## config.mk

```make
export PLATFORM = sky130hd
export DESIGN_NAME = ecpri_pkt_buf_ctrl
export DESIGN_NICKNAME = d
export VERILOG_FILES = /design/src/rtl/ecpri_pkt_buf_ctrl.sv
export SDC_FILE = /design/constraint.sdc
export NUM_CORES = 1
export LEC_CHECK = 0
export ABC_AREA = 1
export ABC_CLOCK_PERIOD_IN_PS = 5300
export CORE_ASPECT_RATIO = 1.4
export CORE_UTILIZATION = 56
export CTS_CLUSTER_SIZE = 40
export DETAILED_ROUTE_END_ITERATION = 12
export MAX_ROUTING_LAYER = met4
export PLACE_DENSITY = 0.86
export REMOVE_ABC_BUFFERS = 1
export SLEW_MARGIN = 20
export SYNTH_ARGS = -nofsm -noshare
export SYNTH_HDL_FRONTEND = slang
export SYNTH_SLANG_ARGS = --single-unit
```

## constraint.sdc

```tcl
create_clock -name clk -period 5.3 [get_ports clk]
set_input_delay 1.325 -clock clk [delete_from_list [all_inputs] [get_ports clk]]
set_output_delay 1.325 -clock clk [all_outputs]
set_load 0.01 [all_outputs]
```

## src/rtl/ecpri_pkt_buf_ctrl.sv

```systemverilog
// ecpri_pkt_buf_ctrl
// Receives an eCPRI packet byte stream and writes it into one of two fixed RAM
// slots used as a ping-pong FIFO. A packet is committed and presented to the consumer
// only if its length lies within [MIN_PKT_LEN, MAX_PKT_LEN]. Packets that are too
// short, too long, or that arrive while the target slot is still occupied are dropped
// and counted.
//
// Ports
//   clk, reset               sole clock (rising edge); asynchronous active-high reset
//   recv_pkt, inp_data_fifo  ingress byte strobe and data
//   pkt_end                  last byte of the packet (qualified by recv_pkt)
//   addr_0, wdata_0          registered RAM write address and data
//   cs_0, we_0, oe_0         RAM write-port controls (oe_0 is always 0)
//   pkt_valid                oldest committed packet is available
//   pkt_base, pkt_len        slot base address and byte count of that packet
//   pkt_done                 consumer pulse releasing the presented slot
//   pkt_cnt, drop_cnt        committed-packet counter (wraps) and dropped-packet
//                            counter (saturates)
// SLOT_STRIDE must be >= MAX_PKT_LEN so that the two slots never overlap.

module ecpri_pkt_buf_ctrl #(
  parameter int unsigned DATA_WIDTH  = 8,
  parameter int unsigned ADDR_WIDTH  = 16,
  parameter int unsigned SLOT_STRIDE = 2048,
  parameter int unsigned MIN_PKT_LEN = 14,
  parameter int unsigned MAX_PKT_LEN = 1500
) (
  input  logic                  clk,
  input  logic                  reset,
  input  logic                  recv_pkt,
  input  logic [DATA_WIDTH-1:0] inp_data_fifo,
  input  logic                  pkt_end,
  output logic [ADDR_WIDTH-1:0] addr_0,
  output logic [DATA_WIDTH-1:0] wdata_0,
  output logic                  cs_0,
  output logic                  we_0,
  output logic                  oe_0,
  output logic                  pkt_valid,
  output logic [ADDR_WIDTH-1:0] pkt_base,
  output logic [10:0]           pkt_len,
  input  logic                  pkt_done,
  output logic [15:0]           pkt_cnt,
  output logic [15:0]           drop_cnt
);

  localparam int unsigned LEN_W = 11;
  localparam logic [ADDR_WIDTH-1:0] SLOT1_BASE = ADDR_WIDTH'(SLOT_STRIDE);
  localparam logic [LEN_W-1:0]      MIN_LEN    = LEN_W'(MIN_PKT_LEN);
  localparam logic [LEN_W-1:0]      MAX_LEN    = LEN_W'(MAX_PKT_LEN);

  typedef enum logic [1:0] {StIdle, StWrite, StDrop, StCommit} state_e;

  state_e                r_state;
  logic                  r_wr_ptr;
  logic                  r_rd_ptr;
  logic [1:0]            r_full;
  logic [LEN_W-1:0]      r_len [2];
  logic [LEN_W-1:0]      r_cur_len;
  logic                  r_ram_wr;
  logic [ADDR_WIDTH-1:0] r_addr;
  logic [DATA_WIDTH-1:0] r_wdata;
  logic                  r_pkt_valid;
  logic [ADDR_WIDTH-1:0] r_pkt_base;
  logic [LEN_W-1:0]      r_pkt_len;
  logic [15:0]           r_pkt_cnt;
  logic [15:0]           r_drop_cnt;

  state_e                w_state_nxt;
  logic [LEN_W-1:0]      w_cur_len_nxt;
  logic [LEN_W-1:0]      w_len_inc;
  logic                  w_start_slot;
  logic                  w_wr_en;
  logic                  w_wr_slot;
  logic [LEN_W-1:0]      w_wr_off;
  logic [ADDR_WIDTH-1:0] w_wr_addr;
  logic                  w_commit;
  logic                  w_drop;
  logic                  w_release;
  logic [1:0]            w_full_rel;
  logic [1:0]            w_full_nxt;
  logic                  w_rd_ptr_nxt;

  // Next-state and write-request decode
  always_comb begin
    w_state_nxt   = r_state;
    w_cur_len_nxt = r_cur_len;
    w_len_inc     = r_cur_len + LEN_W'(1);
    w_wr_en       = 1'b0;
    w_wr_slot     = r_wr_ptr;
    w_wr_off      = r_cur_len;
    w_commit      = (r_state == StCommit);
    w_drop        = 1'b0;
    // In COMMIT the write pointer toggles at this edge, so a new packet targets the other slot
    w_start_slot  = r_wr_ptr ^ (r_state == StCommit);

    unique case (r_state)
      StIdle, StCommit: begin
        w_state_nxt = StIdle;
        if (recv_pkt) begin
          if (!r_full[w_start_slot]) begin
            w_wr_en       = 1'b1;
            w_wr_slot     = w_start_slot;
            w_wr_off      = '0;
            w_cur_len_nxt = LEN_W'(1);
            if (pkt_end) begin
              if (LEN_W'(1) >= MIN_LEN) begin
                w_state_nxt = StCommit;
              end else begin
                w_drop = 1'b1;
              end
            end else begin
              w_state_nxt = StWrite;
            end
          end else if (pkt_end) begin
            w_drop = 1'b1;
          end else begin
            w_state_nxt = StDrop;
          end
        end
      end
      StWrite: begin
        if (recv_pkt) begin
          if (r_cur_len >= MAX_LEN) begin
            // Byte would exceed the maximum length: discard it and the rest of the packet
            if (pkt_end) begin
              w_drop      = 1'b1;
              w_state_nxt = StIdle;
            end else begin
              w_state_nxt = StDrop;
            end
          end else begin
            w_wr_en       = 1'b1;
            w_cur_len_nxt = w_len_inc;
            if (pkt_end) begin
              if (w_len_inc >= MIN_LEN) begin
                w_state_nxt = StCommit;
              end else begin
                w_drop      = 1'b1;
                w_state_nxt = StIdle;
              end
            end
          end
        end
      end
      StDrop: begin
        if (recv_pkt && pkt_end) begin
          w_drop      = 1'b1;
          w_state_nxt = StIdle;
        end
      end
      default: w_state_nxt = StIdle;
    endcase

    w_wr_addr = (w_wr_slot ? SLOT1_BASE : '0) + ADDR_WIDTH'(w_wr_off);
  end

  // Slot bookkeeping. pkt_valid is derived from the full flags before this edge's commit,
  // so it rises one cycle after COMMIT, once the last RAM write has completed.
  always_comb begin
    w_release    = pkt_done & r_pkt_valid;
    w_full_rel   = r_full;
    if (w_release) begin
      w_full_rel[r_rd_ptr] = 1'b0;
    end
    w_rd_ptr_nxt = r_rd_ptr ^ w_release;
    w_full_nxt   = w_full_rel;
    if (w_commit) begin
      w_full_nxt[r_wr_ptr] = 1'b1;
    end
  end

  always_ff @(posedge clk or posedge reset) begin
    if (reset) begin
      r_state     <= StIdle;
      r_wr_ptr    <= 1'b0;
      r_rd_ptr    <= 1'b0;
      r_full      <= '0;
      r_len[0]    <= '0;
      r_len[1]    <= '0;
      r_cur_len   <= '0;
      r_ram_wr    <= 1'b0;
      r_addr      <= '0;
      r_wdata     <= '0;
      r_pkt_valid <= 1'b0;
      r_pkt_base  <= '0;
      r_pkt_len   <= '0;
      r_pkt_cnt   <= '0;
      r_drop_cnt  <= '0;
    end else begin
      r_state   <= w_state_nxt;
      r_cur_len <= w_cur_len_nxt;
      r_full    <= w_full_nxt;
      r_rd_ptr  <= w_rd_ptr_nxt;
      r_ram_wr  <= w_wr_en;
      if (w_wr_en) begin
        r_addr  <= w_wr_addr;
        r_wdata <= inp_data_fifo;
      end
      if (w_commit) begin
        r_len[r_wr_ptr] <= r_cur_len;
        r_wr_ptr        <= ~r_wr_ptr;
        r_pkt_cnt       <= r_pkt_cnt + 16'd1;
      end
      if (w_drop && (r_drop_cnt != 16'hFFFF)) begin
        r_drop_cnt <= r_drop_cnt + 16'd1;
      end
      r_pkt_valid <= w_full_rel[w_rd_ptr_nxt];
      r_pkt_base  <= w_rd_ptr_nxt ? SLOT1_BASE : '0;
      r_pkt_len   <= r_len[w_rd_ptr_nxt];
    end
  end

  assign addr_0    = r_addr;
  assign wdata_0   = r_wdata;
  assign cs_0      = r_ram_wr;
  assign we_0      = r_ram_wr;
  assign oe_0      = 1'b0;
  assign pkt_valid = r_pkt_valid;
  assign pkt_base  = r_pkt_base;
  assign pkt_len   = r_pkt_len;
  assign pkt_cnt   = r_pkt_cnt;
  assign drop_cnt  = r_drop_cnt;

endmodule
```

## Yosys cells after proc, flatten, opt, wreduce, memory -nomap -nowiden

Index checks and enable logic that the tools add are counted.

| word-level totals | value |
|---|---|
| bits in registers | 120 |
| input port bits | 13 |
| output and inout bits | 87 |
| word-level logic and storage cells | 111 |

| operators by class | value |
|---|---|
| add/sub/neg operators | 4 |
| order comparisons | 11 |
| equal/unequal tests | 10 |
| multiplexer cells | 52 |
| bitwise logic cells | 9 |
| reduce and logical (&&, ||, !) cells | 10 |

Operators with widths:

| operator | count |
|---|---|
| 11-bit two-way mux | 11 |
| 16-bit by 1-bit adder with 16-bit output (second input constant) | 2 |
| 12-bit two-way mux | 2 |
| 22-bit bitwise mux | 1 |
| 11-bit case mux with 2 select lines | 1 |
| 1-bit two-way mux | 21 |
| 2-bit two-way mux | 10 |
| 16-bit inequality test (second input constant) | 1 |
| 12-bit by 11-bit adder with 13-bit output | 1 |
| 11-bit by 1-bit adder with 11-bit output (second input constant) | 1 |
| 11-bit demux with 1-bit select | 1 |
| 11-bit greater-or-equal comparator (second input constant) | 1 |
| 11-bit by 4-bit greater-or-equal comparator with 1-bit output (second input constant) | 1 |
| 2-bit inequality test (second input constant) | 5 |
| 1-bit by 2-bit < comparator with 1-bit output (second input constant) | 4 |
| 2-bit case mux with 3 select lines | 1 |
| 1-bit logical AND | 5 |
| 5-bit AND reduction | 1 |
| 2-bit == test (second input constant) | 2 |
| 2-bit greater-or-equal comparator (second input constant) | 2 |
| 1-bit NOT with 2-bit output | 2 |
| 3-bit inequality test (second input constant) | 1 |
| 1-bit case mux with 3 select lines | 1 |
| 3-bit AND reduction | 1 |
| other kinds (14) | 17 |

## Logic depth before layout (Yosys ltp)

Gate-level depths: netlist (run 1).

| depth | value |
|---|---|
| depth in word-level cells | 9 |
| depth in mapped cells | 14 |
| mapped depth without buffers | 13 |

## Worst setup path after synthesis (run 1)

No wires, ideal clock.

| timing | value |
|---|---|
| path type | input -> register |
| start point | input recv_pkt |
| end point | register r_cur_len[1] |
| setup time | 0.083 ns |
| arrival time | 2.210 ns |
| required time | 5.217 ns |
| slack | 3.007 ns |
| stages on the path | 9 |
| path through | nand2_1 inv_1 nand2_1 a21oi_1 nand2_2 inv_2 buf_2 nand3_1 o21ai_0 |

| between the ends | value |
|---|---|
| word-level cells in the longest chain between the ends | 2 |
| elaborated cells between the ends (all ways) | 3 |

Ends and longest elaborated chain:

| what | line | text |
|---|---|---|
| start: declaration | 30 | `input logic recv_pkt,` |
| 2-bit inequality test (no source line) | -- |  |
| 5-bit AND reduction (no source line) * | -- |  |
| end signal: assignment | 191 | `r_cur_len <= w_cur_len_nxt;` |
| end: declaration | 58 | `logic [LEN_W-1:0] r_cur_len;` |

Mark *: on every way between the ends. The rest lies on a longest branch, timed or not.
A chain may end at the register's enable or synchronous reset.

## Final worst setup path (run 1)

| timing | value |
|---|---|
| start point | input recv_pkt |
| end point | register r_addr[11], in the netlist addr_0[11] |

| between the ends | value |
|---|---|
| word-level cells in the longest chain between the ends | 4 |
| elaborated cells between the ends (all ways) | 9 |

Ends and longest elaborated chain:

| what | line | text |
|---|---|---|
| 1-bit two-way mux | 99 | `if (recv_pkt) begin` |
| 1-bit two-way mux | 96 | `unique case (r_state)` |
| 12-bit two-way mux | 154 | `w_wr_addr = (w_wr_slot ? SLOT1_BASE : '0) + ADDR_WIDTH'(w_wr_off);` |
| 12-bit by 11-bit adder with 13-bit output | 154 |  |
| end signal: assignment | 196 | `r_addr <= w_wr_addr;` |
| end: declaration | 60 | `logic [ADDR_WIDTH-1:0] r_addr;` |

Several ways; a longest one is shown, not always the timed one.

==> results.toml, run 1 <==
[critical_path]
crit_arrival_ns = 3.32
worstSetupStartpointType = "primary input"
rr_endpoint = "addr_0[11]"
crit_required_ns = 5.56
crit_buf_inv = 2
critical_path.max_fanout = 31
worst_setup_path_end_kind = "flop"
crit_family = "buffers and inverters"
critPathMaxStageDelay_ns = 0.55
worstSetupEndpoint = "addr_0[11]"
ff2ff_setup_slack_ns = 2.27
timing.critical_path.slowest_stage_cell = "sky130_fd_sc_hd__clkdlybuf4s50_1"
worst-setup-path-type = "primary input to flop"
r2r_cells = 11
worst_setup_path_startpoint = "recv_pkt"
cp_cell_sequence = "clkdlybuf4s50_1 -> nor3b_1 -> nand2_1 -> inv_1 -> nor2_1 -> a31oi_1"
timing.rr.start = "r_state[1]"
path_depth = 6

[die]
boundaryPins = 100
start_util_pct = 58.49
core_region_area_um2 = 8708
floorplan.die.width_um = 82.61
rows = 40
fp.dieArea_um2 = 9487
die_height_um = 114.8

[power_and_ir_drop]
power_per_cell_area_nw_per_um2 = 462.0
power.internal_w = 0.001826
pwr-share-clk_pct = 23.7
static_leakage_nw = 2.952
swShare_pct = 35.59
seqPwrFrac_pct = 42.0
power.net_switching_w = 0.001009
pwr-share-comb_pct = 34.3
vdd.ir_drop.worst_mv = 0.2855

[sta]
transition_time_at_the_pin_with_the_least_slew_margin_ns = 0.9128
tns_ns = 0
finalMaxSlewViolations = 0
finalSetupViolCount = 0
fin_crit_sh_pct = 57.70
hold_viol = 0
grt_setup_unrepaired = "no"
maxSlewHeadroom_pct = 39.15
clock-skew-final_ns = 0.008612
max_clock_freq_ghz = 0.3270
fin_crit_ns = 3.058
final_critical_path_setup_slack_ns = 2.242

[min_path]
class_of_the_most_critical_hold_timing_path = "flop to flop"

[cells_and_area]
fin_nets = 703
commonest_cells_after_routing_fill_and_taps_aside = "sky130_fd_sc_hd__nand2_1, sky130_fd_sc_hd__dfrtp_1, sky130_fd_sc_hd__clkdlybuf4s50_1"
final_layout_size_suffix_gt1_share_pct = 3.947
layout.cells.most_common = "sky130_fd_sc_hd__nand2_1"
areaGrowthSynthToFinish_pct = 20.44
insertedDiodeCount = 0

[route]
dr_total_vias = 4102
wl_per_cell_um = 14.20
finalWirelength_um = 11200
dr_drc_count = 0
detailedRoute.firstIterationViolations = 218
drtPass1Iterations = 4
ant_nets = 0
detail_route.vias_per_cell = 5.199

[placed_design]
detailed_place_hpwl_um = 7867
finalWeightedCongestion = 0.8583
placement.io_buffers = 79
dp_slack_ns = 1.944

[clock_tree]
clkSinkCount = 104
clk_pin_slew_ns = 0.06
cts.path.max_buffers = 2
post_cts_buffers = 0
clkLatencyLatePin_ns = 0.35
h-tree-depth = 3
tritoncts = "done"
cts_buffers = 9
ctsResizeCount = 0
clock_tree.root_cell = "sky130_fd_sc_hd__clkbuf_16"
post_cts_hold_buffer_count = 0

[yosys]
synthCells = 610
seq_area_frac_synth_pct = 51.09
yosys_register_bits = 104
synth.distinct_cells = 32
post_synth.cell_area_avg_um2 = 8.350
synth_area_um2 = 5094
ys_warn_count = 0

[run_status]
run_status = "complete, no violations"

[global_routing]
first_global_vias = 4039
grt_usage_pct = 26.35
grt_max_degree = 75
overflow = 0
wire_length_of_the_first_global_routing_pass_um = 18460
antenna_found_initial = 0

[flow_run]
max_cap_viol_count = 0
## cell families after synthesis
group	synth area share, %
flip-flops	51.09
other	0.07362
adder cells (fa/ha/maj)	2.702
buffers and inverters	9.875
AO/OA/AOI/OAI	7.541
AND/OR/NAND/NOR	23.73
XOR/XNOR	4.986
## power groups by stage
stage	combinational, W	sequential [W]	clock (W)
after global routing	0.00110	0.00122	0.000711
final	0.000973	0.00119	0.000671
after detailed placement	0.000970	0.00120	0
after global placement	0.000928	0.00119	0
after floorplan	0.000505	0.00123	0
after CTS	0.000984	0.00119	0.000677
## metal layers
metal	GRT usage (%)	routed length (µm)	vias to the layer above
li1	-	-	2021
met1	30.36	4586	1956
met2	44.08	5843	98
met3	4.603	425	27
met4	12.07	346	0
met5	-	0	-
## cell usage after synthesis
| library cell | number | area [µm²] |
|---|---|---|
| sky130_fd_sc_hd__nand2_1 | 178 | 668.1 |
| sky130_fd_sc_hd__dfrtp_1 | 104 | 2603 |
| sky130_fd_sc_hd__inv_1 | 62 | 232.7 |
| sky130_fd_sc_hd__nand3_1 | 46 | 230.2 |
| sky130_fd_sc_hd__o21ai_0 | 46 | 230.2 |
| sky130_fd_sc_hd__nor2_1 | 40 | 150.1 |
| sky130_fd_sc_hd__buf_4 | 25 | 187.7 |
| sky130_fd_sc_hd__xor2_1 | 18 | 157.7 |
| sky130_fd_sc_hd__a21oi_1 | 17 | 85.08 |
| sky130_fd_sc_hd__ha_1 | 11 | 137.6 |
| sky130_fd_sc_hd__xnor2_1 | 11 | 96.34 |
| sky130_fd_sc_hd__clkbuf_1 | 7 | 26.28 |
| sky130_fd_sc_hd__nand4_1 | 7 | 43.79 |
| sky130_fd_sc_hd__buf_2 | 6 | 30.03 |
| sky130_fd_sc_hd__o21ai_1 | 5 | 25.02 |
| sky130_fd_sc_hd__nor2_2 | 3 | 18.77 |
| sky130_fd_sc_hd__nor3_1 | 3 | 15.01 |
| sky130_fd_sc_hd__o31ai_1 | 3 | 22.52 |
| sky130_fd_sc_hd__buf_1 | 2 | 7.510 |
| sky130_fd_sc_hd__inv_2 | 2 | 7.510 |
| sky130_fd_sc_hd__nand2_2 | 2 | 12.51 |
| sky130_fd_sc_hd__nand3_2 | 2 | 20.02 |
| sky130_fd_sc_hd__a31oi_1 | 1 | 6.260 |
| sky130_fd_sc_hd__buf_6 | 1 | 11.26 |
| sky130_fd_sc_hd__conb_1 | 1 | 3.750 |
| sky130_fd_sc_hd__nand2_4 | 1 | 11.26 |
| sky130_fd_sc_hd__nand3_4 | 1 | 17.52 |
| sky130_fd_sc_hd__nand3b_1 | 1 | 7.510 |
| sky130_fd_sc_hd__nor3b_1 | 1 | 7.510 |
| sky130_fd_sc_hd__nor4_1 | 1 | 6.260 |
| sky130_fd_sc_hd__o22ai_1 | 1 | 6.260 |
| sky130_fd_sc_hd__o32ai_1 | 1 | 8.760 |
## registers in the layout, summed over array words and instances, names as in the netlist
| signal | count |
|---|---|
| pkt_valid | 1 |
| r_cur_len | 11 |
| r_state | 2 |
| r_wr_ptr | 1 |
| cs_0 | 1 |
| addr_0 | 12 |
| drop_cnt | 16 |
| pkt_len | 11 |
| r_len | 22 |
| r_full | 2 |
| pkt_base | 1 |
| wdata_0 | 8 |
| pkt_cnt | 16 |
## worst min path at each step
stage | startpoint | end | slack, ns | cells past startpoint
final | r_len[15] | pkt_len[4] | 0.49 | 2
after CTS | r_len[18] | pkt_len[7] | 0.49 | 2
after detailed placement | r_len[18] | pkt_len[7] | 0.47 | 2
after global placement | r_len[18] | pkt_len[7] | 0.47 | 2
after global routing | r_len[15] | pkt_len[4] | 0.51 | 2
after floorplan | r_full[1] | r_full[1] | 0.45 | 2
## layout make-up
| class | instances | area [µm²] |
|---|---|---|
| clock buffer | 13 | 260.3 |
| clock inverter | 3 | 40.04 |
| fill | 692 | 2574 |
| inverter | 64 | 242.7 |
| multi-input combinational | 420 | 2059 |
| sequential | 104 | 2603 |
| tap | 105 | 131.4 |
| timing repair buffer | 80 | 798.3 |
## worst min-delay path, cell delays in order (launching register included)
cell                      delay (ns)
sky130_fd_sc_hd__dfrtp_1        0.35
sky130_fd_sc_hd__nand2_1        0.05
sky130_fd_sc_hd__o21ai_0        0.06
## metrics by stage
| stage | hold WS [ns] | power [W] | std cells | utilization (%) | area [µm²] |
|---|---|---|---|---|---|
| finish | 0.4915 | 0.002834 | 789 | 70.45 | 6135 |
| global route | 0.5079 | 0.003022 | 789 | 70.45 | 6135 |
| CTS | 0.4896 | 0.002852 | 789 | 70.45 | 6135 |
| detailed placement | 0.4731 | 0.002172 | 773 | 67.00 | 5834 |
| global placement | 0.4672 | 0.002119 | 773 | 67.00 | 5834 |
| floorplan | 0.4530 | 0.001730 | 588 | - | 4902 |
No activity file was read; power rests on OpenSTA's default activity.
==> run 2, diff against run 1 <==
--- a/config.mk
+++ b/config.mk
@@ -6,13 +6,13 @@
 export NUM_CORES = 1
 export LEC_CHECK = 0
 export ABC_AREA = 1
-export ABC_CLOCK_PERIOD_IN_PS = 5300
+export ABC_CLOCK_PERIOD_IN_PS = 3100
 export CORE_ASPECT_RATIO = 1.4
-export CORE_UTILIZATION = 56
+export CORE_UTILIZATION = 52
 export CTS_CLUSTER_SIZE = 40
 export DETAILED_ROUTE_END_ITERATION = 12
 export MAX_ROUTING_LAYER = met4
-export PLACE_DENSITY = 0.86
+export PLACE_DENSITY = 0.8
 export REMOVE_ABC_BUFFERS = 1
 export SLEW_MARGIN = 20
 export SYNTH_ARGS = -nofsm -noshare
==> constraint.sdc (replaced) <==
create_clock -name clk -period 3.1 [get_ports clk]
set_input_delay 0.775 -clock clk [delete_from_list [all_inputs] [get_ports clk]]
set_output_delay 0.775 -clock clk [all_outputs]
set_load 0.01 [all_outputs]
==> run 2 against run 1 <==
Compared with the run above:
- worst hold slack got worse by 0.011 ns
- clock power grew 110%
- sequential power rose by 71%
- worst setup slack got worse by 1.4 ns
- register-to-register slack worse by 1.5 ns
- sequential cell count unchanged
- highest routed layer unchanged
==> results.toml, run 2 (synthesized netlist as in run 1, its figures left out) <==
[power_and_ir_drop]
vdd.ir_drop.worst_mv = 0.4777
swShare_pct = 33.92
pwr_total_w = 0.005091
power.internal_w = 0.003364
static_leakage_nw = 3.001
pwr-share-comb_pct = 33.1
seqPwrFrac_pct = 39.9
pwr-share-clk_pct = 27.0
power_per_cell_area_nw_per_um2 = 810.6
power.net_switching_w = 0.001727

[global_routing]
grt_usage_pct = 23.27
antenna_found_initial = 0
overflow = 0
first_global_vias = 3958
wire_length_of_the_first_global_routing_pass_um = 18110
grt_max_degree = 38

[route]
finalWirelength_um = 10890
detail_route.vias_per_cell = 4.973
drtPass1Iterations = 4
dr_drc_count = 0
dr_total_vias = 4078
ant_nets = 0
wl_per_cell_um = 13.28
detailedRoute.firstIterationViolations = 169

[critical_path]
crit_arrival_ns = 2.56
critical_path.max_fanout = 16
worst-setup-path-type = "flop to flop"
rr_endpoint = "r_cur_len[0]"
timing.rr.start = "r_state[1]"
crit_required_ns = 3.37
ff2ff_setup_slack_ns = 0.81
worst_setup_path_end_kind = "flop"
worstSetupStartpointType = "flop"
r2r_cells = 11

[flow_run]
max_cap_viol_count = 0

[min_path]
class_of_the_most_critical_hold_timing_path = "flop to flop"
min_path_cells = 2
whs_endpoint = "wdata_0[0]"
hp-start = "wdata_0[0]"

[sta]
max_clock_freq_ghz = 0.4370
tns_ns = 0
hold_viol = 0
maxSlewHeadroom_pct = 48.52
fin_crit_ns = 2.289
finalSetupViolCount = 0
clock-skew-final_ns = 0.004477
transition_time_at_the_pin_with_the_least_slew_margin_ns = 0.7722
fin_crit_sh_pct = 73.82
finalMaxSlewViolations = 0
grt_setup_unrepaired = "no"

[cells_and_area]
commonest_cells_after_routing_fill_and_taps_aside = "sky130_fd_sc_hd__nand2_1, sky130_fd_sc_hd__dfrtp_1, sky130_fd_sc_hd__clkdlybuf4s50_1"
layout.cells.most_common = "sky130_fd_sc_hd__nand2_1"
finish.utilization_pct = 66.04
final_layout_size_suffix_gt1_share_pct = 4.651
areaGrowthSynthToFinish_pct = 23.31
fillers = 777
largest_register = "r_len"
final-instance-count-excl-fill = 820
insertedDiodeCount = 0
fin_nets = 707
largest_register_ff_count = 22

[clock_tree]
post_cts_buffers = 0
cts_buffers = 9
h-tree-depth = 3
clkLatencyLatePin_ns = 0.34
clkSinkCount = 104
clk_pin_slew_ns = 0.07
tritoncts = "done"
ctsResizeCount = 0
clock_tree.root_cell = "sky130_fd_sc_hd__clkbuf_16"
cts.path.max_buffers = 2
post_cts_hold_buffer_count = 0

[die]
rows = 42
die_height_um = 119.1
start_util_pct = 53.55
floorplan.die.width_um = 85.65
core_region_area_um2 = 9512
boundaryPins = 100
fp.dieArea_um2 = 10200

[placed_design]
numPlacedInstances = 804
placement.io_buffers = 79
finalWeightedCongestion = 0.8997
detailed_place_hpwl_um = 7587

[run_status]
run_status = "complete, no violations"
-- run 2: cell types whose count changed in the layout (fill, tap and decap cells not counted) --
cell,change
sky130_fd_sc_hd__buf_4,+3
sky130_fd_sc_hd__clkinv_2,-2
sky130_fd_sc_hd__bufinv_16,+3
sky130_fd_sc_hd__clkinvlp_4,+1
sky130_fd_sc_hd__clkbuf_1,-1
sky130_fd_sc_hd__clkbuf_8,-1
sky130_fd_sc_hd__buf_12,+1
-- run 2: power by group through the flow --
stage | logic, W | registers, W | clock network [W]
2_1_floorplan | 0.000863 | 0.00209 | 0
3_3_place_gp | 0.00162 | 0.00203 | 0
3_5_place_dp | 0.00169 | 0.00205 | 0
4_1_cts | 0.00170 | 0.00203 | 0.00140
5_1_grt | 0.00190 | 0.00208 | 0.00146
6_report | 0.00168 | 0.00203 | 0.00138
-- run 2: routing by layer --
layer	share of wire, %	track usage (%)	up-vias	routed length [µm]
met5	0	-	-	0
met1	41	26.96	1929	4497
met3	4.8	5.336	16	524
met4	1.7	8.438	0	180
met2	52	39.35	109	5685
li1	-	-	2024	-
-- run 2: critical path: stages (launching register included) --
cell,delay (ns)
sky130_fd_sc_hd__dfrtp_1,0.41
sky130_fd_sc_hd__ha_1,0.40
sky130_fd_sc_hd__ha_1,0.30
sky130_fd_sc_hd__inv_1,0.09
sky130_fd_sc_hd__nand2_1,0.05
sky130_fd_sc_hd__o21ai_1,0.14
sky130_fd_sc_hd__nand2_1,0.12
sky130_fd_sc_hd__a21oi_1,0.17
sky130_fd_sc_hd__nand2_2,0.13
sky130_fd_sc_hd__inv_2,0.21
sky130_fd_sc_hd__o21ai_0,0.12
sky130_fd_sc_hd__o21ai_1,0.08
-- run 2: cell type report --
cell class | count | area (µm²) | share of cell area, %
clock buffer | 11 | 242.7 | 3.865
clock inverter | 5 | 127.6 | 2.032
inverter | 64 | 242.7 | 3.865
multi-input combinational | 420 | 2059 | 32.79
sequential | 104 | 2603 | 41.43
tap | 132 | 165.2 | 2.629
timing repair buffer | 84 | 840.8 | 13.39
-- run 2: worst max path at each step --
stage | endpoint | slack [ns] | startpoint
CTS | addr_0[0] | 0.81 | r_state[1]
floorplan | addr_0[0] | -0.41 | reset
detailed placement | r_cur_len[8] | 0.77 | recv_pkt
finish | r_cur_len[0] | 0.81 | r_state[1]
global placement | r_cur_len[0] | 0.83 | recv_pkt
global route | r_cur_len[0] | 0.54 | r_state[1]
-- run 2: through the flow --
step / hold slack [ns] / instance area (µm²) / setup slack, ns
floorplan: 0.4530 / 4902 / -0.4072
global placement: 0.4646 / 5911 / 0.8291
detailed placement: 0.4680 / 5911 / 0.7713
CTS: 0.4856 / 6281 / 0.8083
global route: 0.5098 / 6281 / 0.5388
finish: 0.4805 / 6281 / 0.8115
==> run 3, diff against run 2 <==
--- a/config.mk
+++ b/config.mk
@@ -6,13 +6,13 @@
 export NUM_CORES = 1
 export LEC_CHECK = 0
 export ABC_AREA = 1
-export ABC_CLOCK_PERIOD_IN_PS = 3100
+export ABC_CLOCK_PERIOD_IN_PS = 1950
 export CORE_ASPECT_RATIO = 1.4
-export CORE_UTILIZATION = 52
+export CORE_UTILIZATION = 47
 export CTS_CLUSTER_SIZE = 40
 export DETAILED_ROUTE_END_ITERATION = 12
 export MAX_ROUTING_LAYER = met4
-export PLACE_DENSITY = 0.8
+export PLACE_DENSITY = 0.77
 export REMOVE_ABC_BUFFERS = 1
 export SLEW_MARGIN = 20
 export SYNTH_ARGS = -nofsm -noshare
==> constraint.sdc (replaced) <==
create_clock -name clk -period 1.95 [get_ports clk]
set_input_delay 0.4875 -clock clk [delete_from_list [all_inputs] [get_ports clk]]
set_output_delay 0.4875 -clock clk [all_outputs]
set_load 0.01 [all_outputs]
==> run 3 against run 2 <==
Compared with the run above:
- the flow now finishes with violations (negative setup slack)
- critical path depth unchanged
- power increased by 77%
- sequential cell count unchanged
- non-clock buffer count rose by 30
- critical path type unchanged
- critical endpoint is now r_cur_len[1]
- largest cell class unchanged
==> results.toml, run 3 (synthesized netlist as in run 1, its figures left out) <==
[global_routing]
grt_max_degree = 30
wire_length_of_the_first_global_routing_pass_um = 19600
first_global_vias = 4170
grt_usage_pct = 22.19
antenna_found_initial = 0
overflow = 0

[critical_path]
cp_cell_sequence = "buf_4 -> inv_1 -> ha_1 -> inv_1 -> buf_6 -> nor2_1 -> a21oi_2 -> nand2_2 -> clkinv_4 -> nand3_1 -> o21ai_0"
critPathMaxStageDelay_ns = 0.40
timing.critical_path.slowest_stage_cell = "sky130_fd_sc_hd__dfrtp_1"
ff2ff_setup_slack_ns = -0.01
worst_setup_path_startpoint = "r_state[1]"
r2r_cells = 11
crit_family = "buffers and inverters"
crit_required_ns = 2.17
path_common_cell = "sky130_fd_sc_hd__inv_1"
path_depth = 11
crit_buf_inv = 5
worst_setup_path_end_kind = "flop"
critical_path.max_fanout = 16
worstSetupStartpointType = "flop"
worstSetupEndpoint = "r_cur_len[1]"
crit_arrival_ns = 2.19
worst-setup-path-type = "flop to flop"
timing.rr.start = "r_state[1]"
rr_endpoint = "r_cur_len[1]"

[clock_tree]
cts.path.max_buffers = 2
clkSinkCount = 104
clkLatencyLatePin_ns = 0.35
cts_buffers = 9
tritoncts = "done"
clock_tree.root_cell = "sky130_fd_sc_hd__clkbuf_16"
h-tree-depth = 3
clk_pin_slew_ns = 0.07

[power_and_ir_drop]
power.net_switching_w = 0.003333
seqPwrFrac_pct = 36.1
pwr-share-comb_pct = 43.2
pwr_total_w = 0.009006
power_per_cell_area_nw_per_um2 = 1298
static_leakage_nw = 3.236
pwr-share-clk_pct = 20.8
swShare_pct = 37.01
power.internal_w = 0.005673
vdd.ir_drop.worst_mv = 0.8373

[die]
die_height_um = 125.2
floorplan.die.width_um = 89.99
fp.dieArea_um2 = 11260
start_util_pct = 48.70
rows = 44
boundaryPins = 100
core_region_area_um2 = 10460

[cells_and_area]
largest_register = "r_len"
largest_register_ff_count = 22
insertedDiodeCount = 0
areaGrowthSynthToFinish_pct = 36.23
commonest_cells_after_routing_fill_and_taps_aside = "sky130_fd_sc_hd__nand2_1, sky130_fd_sc_hd__dfrtp_1, sky130_fd_sc_hd__clkdlybuf4s50_1"
fin_nets = 738
layout.cells.most_common = "sky130_fd_sc_hd__nand2_1"
final_layout_size_suffix_gt1_share_pct = 18.94

[run_status]
violations_in_the_final_reports = "negative setup slack"
run_status = "complete, but fails checks"

[placed_design]
detailed_place_hpwl_um = 8001
finalWeightedCongestion = 0.9459
placement.io_buffers = 79

[sta]
transition_time_at_the_pin_with_the_least_slew_margin_ns = 0.7566
finalMaxSlewViolations = 0
hold_viol = 0
finalSetupViolCount = 7
grt_setup_unrepaired = "yes"
maxSlewHeadroom_pct = 49.56
fin_crit_ns = 1.965
final_critical_path_setup_slack_ns = -0.01475
max_clock_freq_ghz = 0.5090
fin_crit_sh_pct = 100.8
tns_ns = -0.05252
clock-skew-final_ns = 0.005739

[route]
drtPass1Iterations = 5
wl_per_cell_um = 14.73
ant_nets = 0
detail_route.vias_per_cell = 5.154
dr_drc_count = 0
finalWirelength_um = 12610
detailedRoute.firstIterationViolations = 315
dr_total_vias = 4412

[min_path]
hp-start = "wdata_0[2]"
class_of_the_most_critical_hold_timing_path = "flop to flop"

[flow_run]
max_cap_viol_count = 0
## run 3: repair_timing
item                                    4_1_cts  5_1_grt
endpoints found under the setup margin       48       53
gates cloned                                  2        4
buffers inserted                              1        6
gates resized for setup                      19       92
pin swaps                                     3       36
hold buffers                                  0        0
## run 3: power groups by stage
stage	sequential [W]	combinational [W]	clock (W)
final	0.00325	0.00389	0.00187
after global routing	0.00332	0.00423	0.00198
after CTS	0.00320	0.00324	0.00189
after detailed placement	0.00322	0.00304	0
after global placement	0.00320	0.00293	0
after floorplan	0.00333	0.00137	0
## run 3: worst min-delay path by stage
| stage | end | cells past startpoint | slack (ns) |
|---|---|---|---|
| 2_1_floorplan | r_full[1] | 2 | 0.45 |
| 3_3_place_gp | wdata_0[5] | 2 | 0.46 |
| 3_5_place_dp | wdata_0[2] | 2 | 0.47 |
| 4_1_cts | wdata_0[2] | 2 | 0.48 |
| 5_1_grt | wdata_0[2] | 2 | 0.49 |
| 6_report | wdata_0[2] | 2 | 0.48 |
## run 3: cell type report
class                      count  area (µm²)
timing repair buffer         114        1199
clock inverter                 2       37.54
inverter                      64       252.7
clock buffer                  13       270.3
fill                         793        3521
multi-input combinational    421        2401
tap                          138       172.7
sequential                   104        2606
## run 3: worst register-to-register path: cells and delay by family, from the launching register on
family | cells | cell delay, ns
buffers and inverters | 5 | 0.61
and+or+nand+nor | 3 | 0.52
adders and majority gates | 1 | 0.16
DFF | 1 | 0.40
AOI/OAI and AO/OA | 2 | 0.16
## run 3: through the flow
step           hold WS, ns  utilization [%]  setup WS (ns)  cells  cell area (µm²)
2_1_floorplan       0.4530                -         -1.270    588             4902
3_3_place_gp        0.4633            58.59        0.04304    828             6128
3_5_place_dp        0.4667            58.59        -0.1106    828             6128
4_1_cts             0.4836            62.30        0.01512    846             6516
5_1_grt             0.4928            66.34        -0.1686    856             6939
6_report            0.4759            66.34       -0.01475    856             6939
## run 3: per-layer routing
layer  wire length, µm  global-route usage, %  part of all wire, %  up-vias
li1                  -                      -                    -     2096
met3               565                  3.528                  4.5       43
met5                 0                      -                    0        -
met2              6723                  38.37                   53      159
met1              4948                  25.91                   39     2114
met4               367                  8.539                  2.9        0
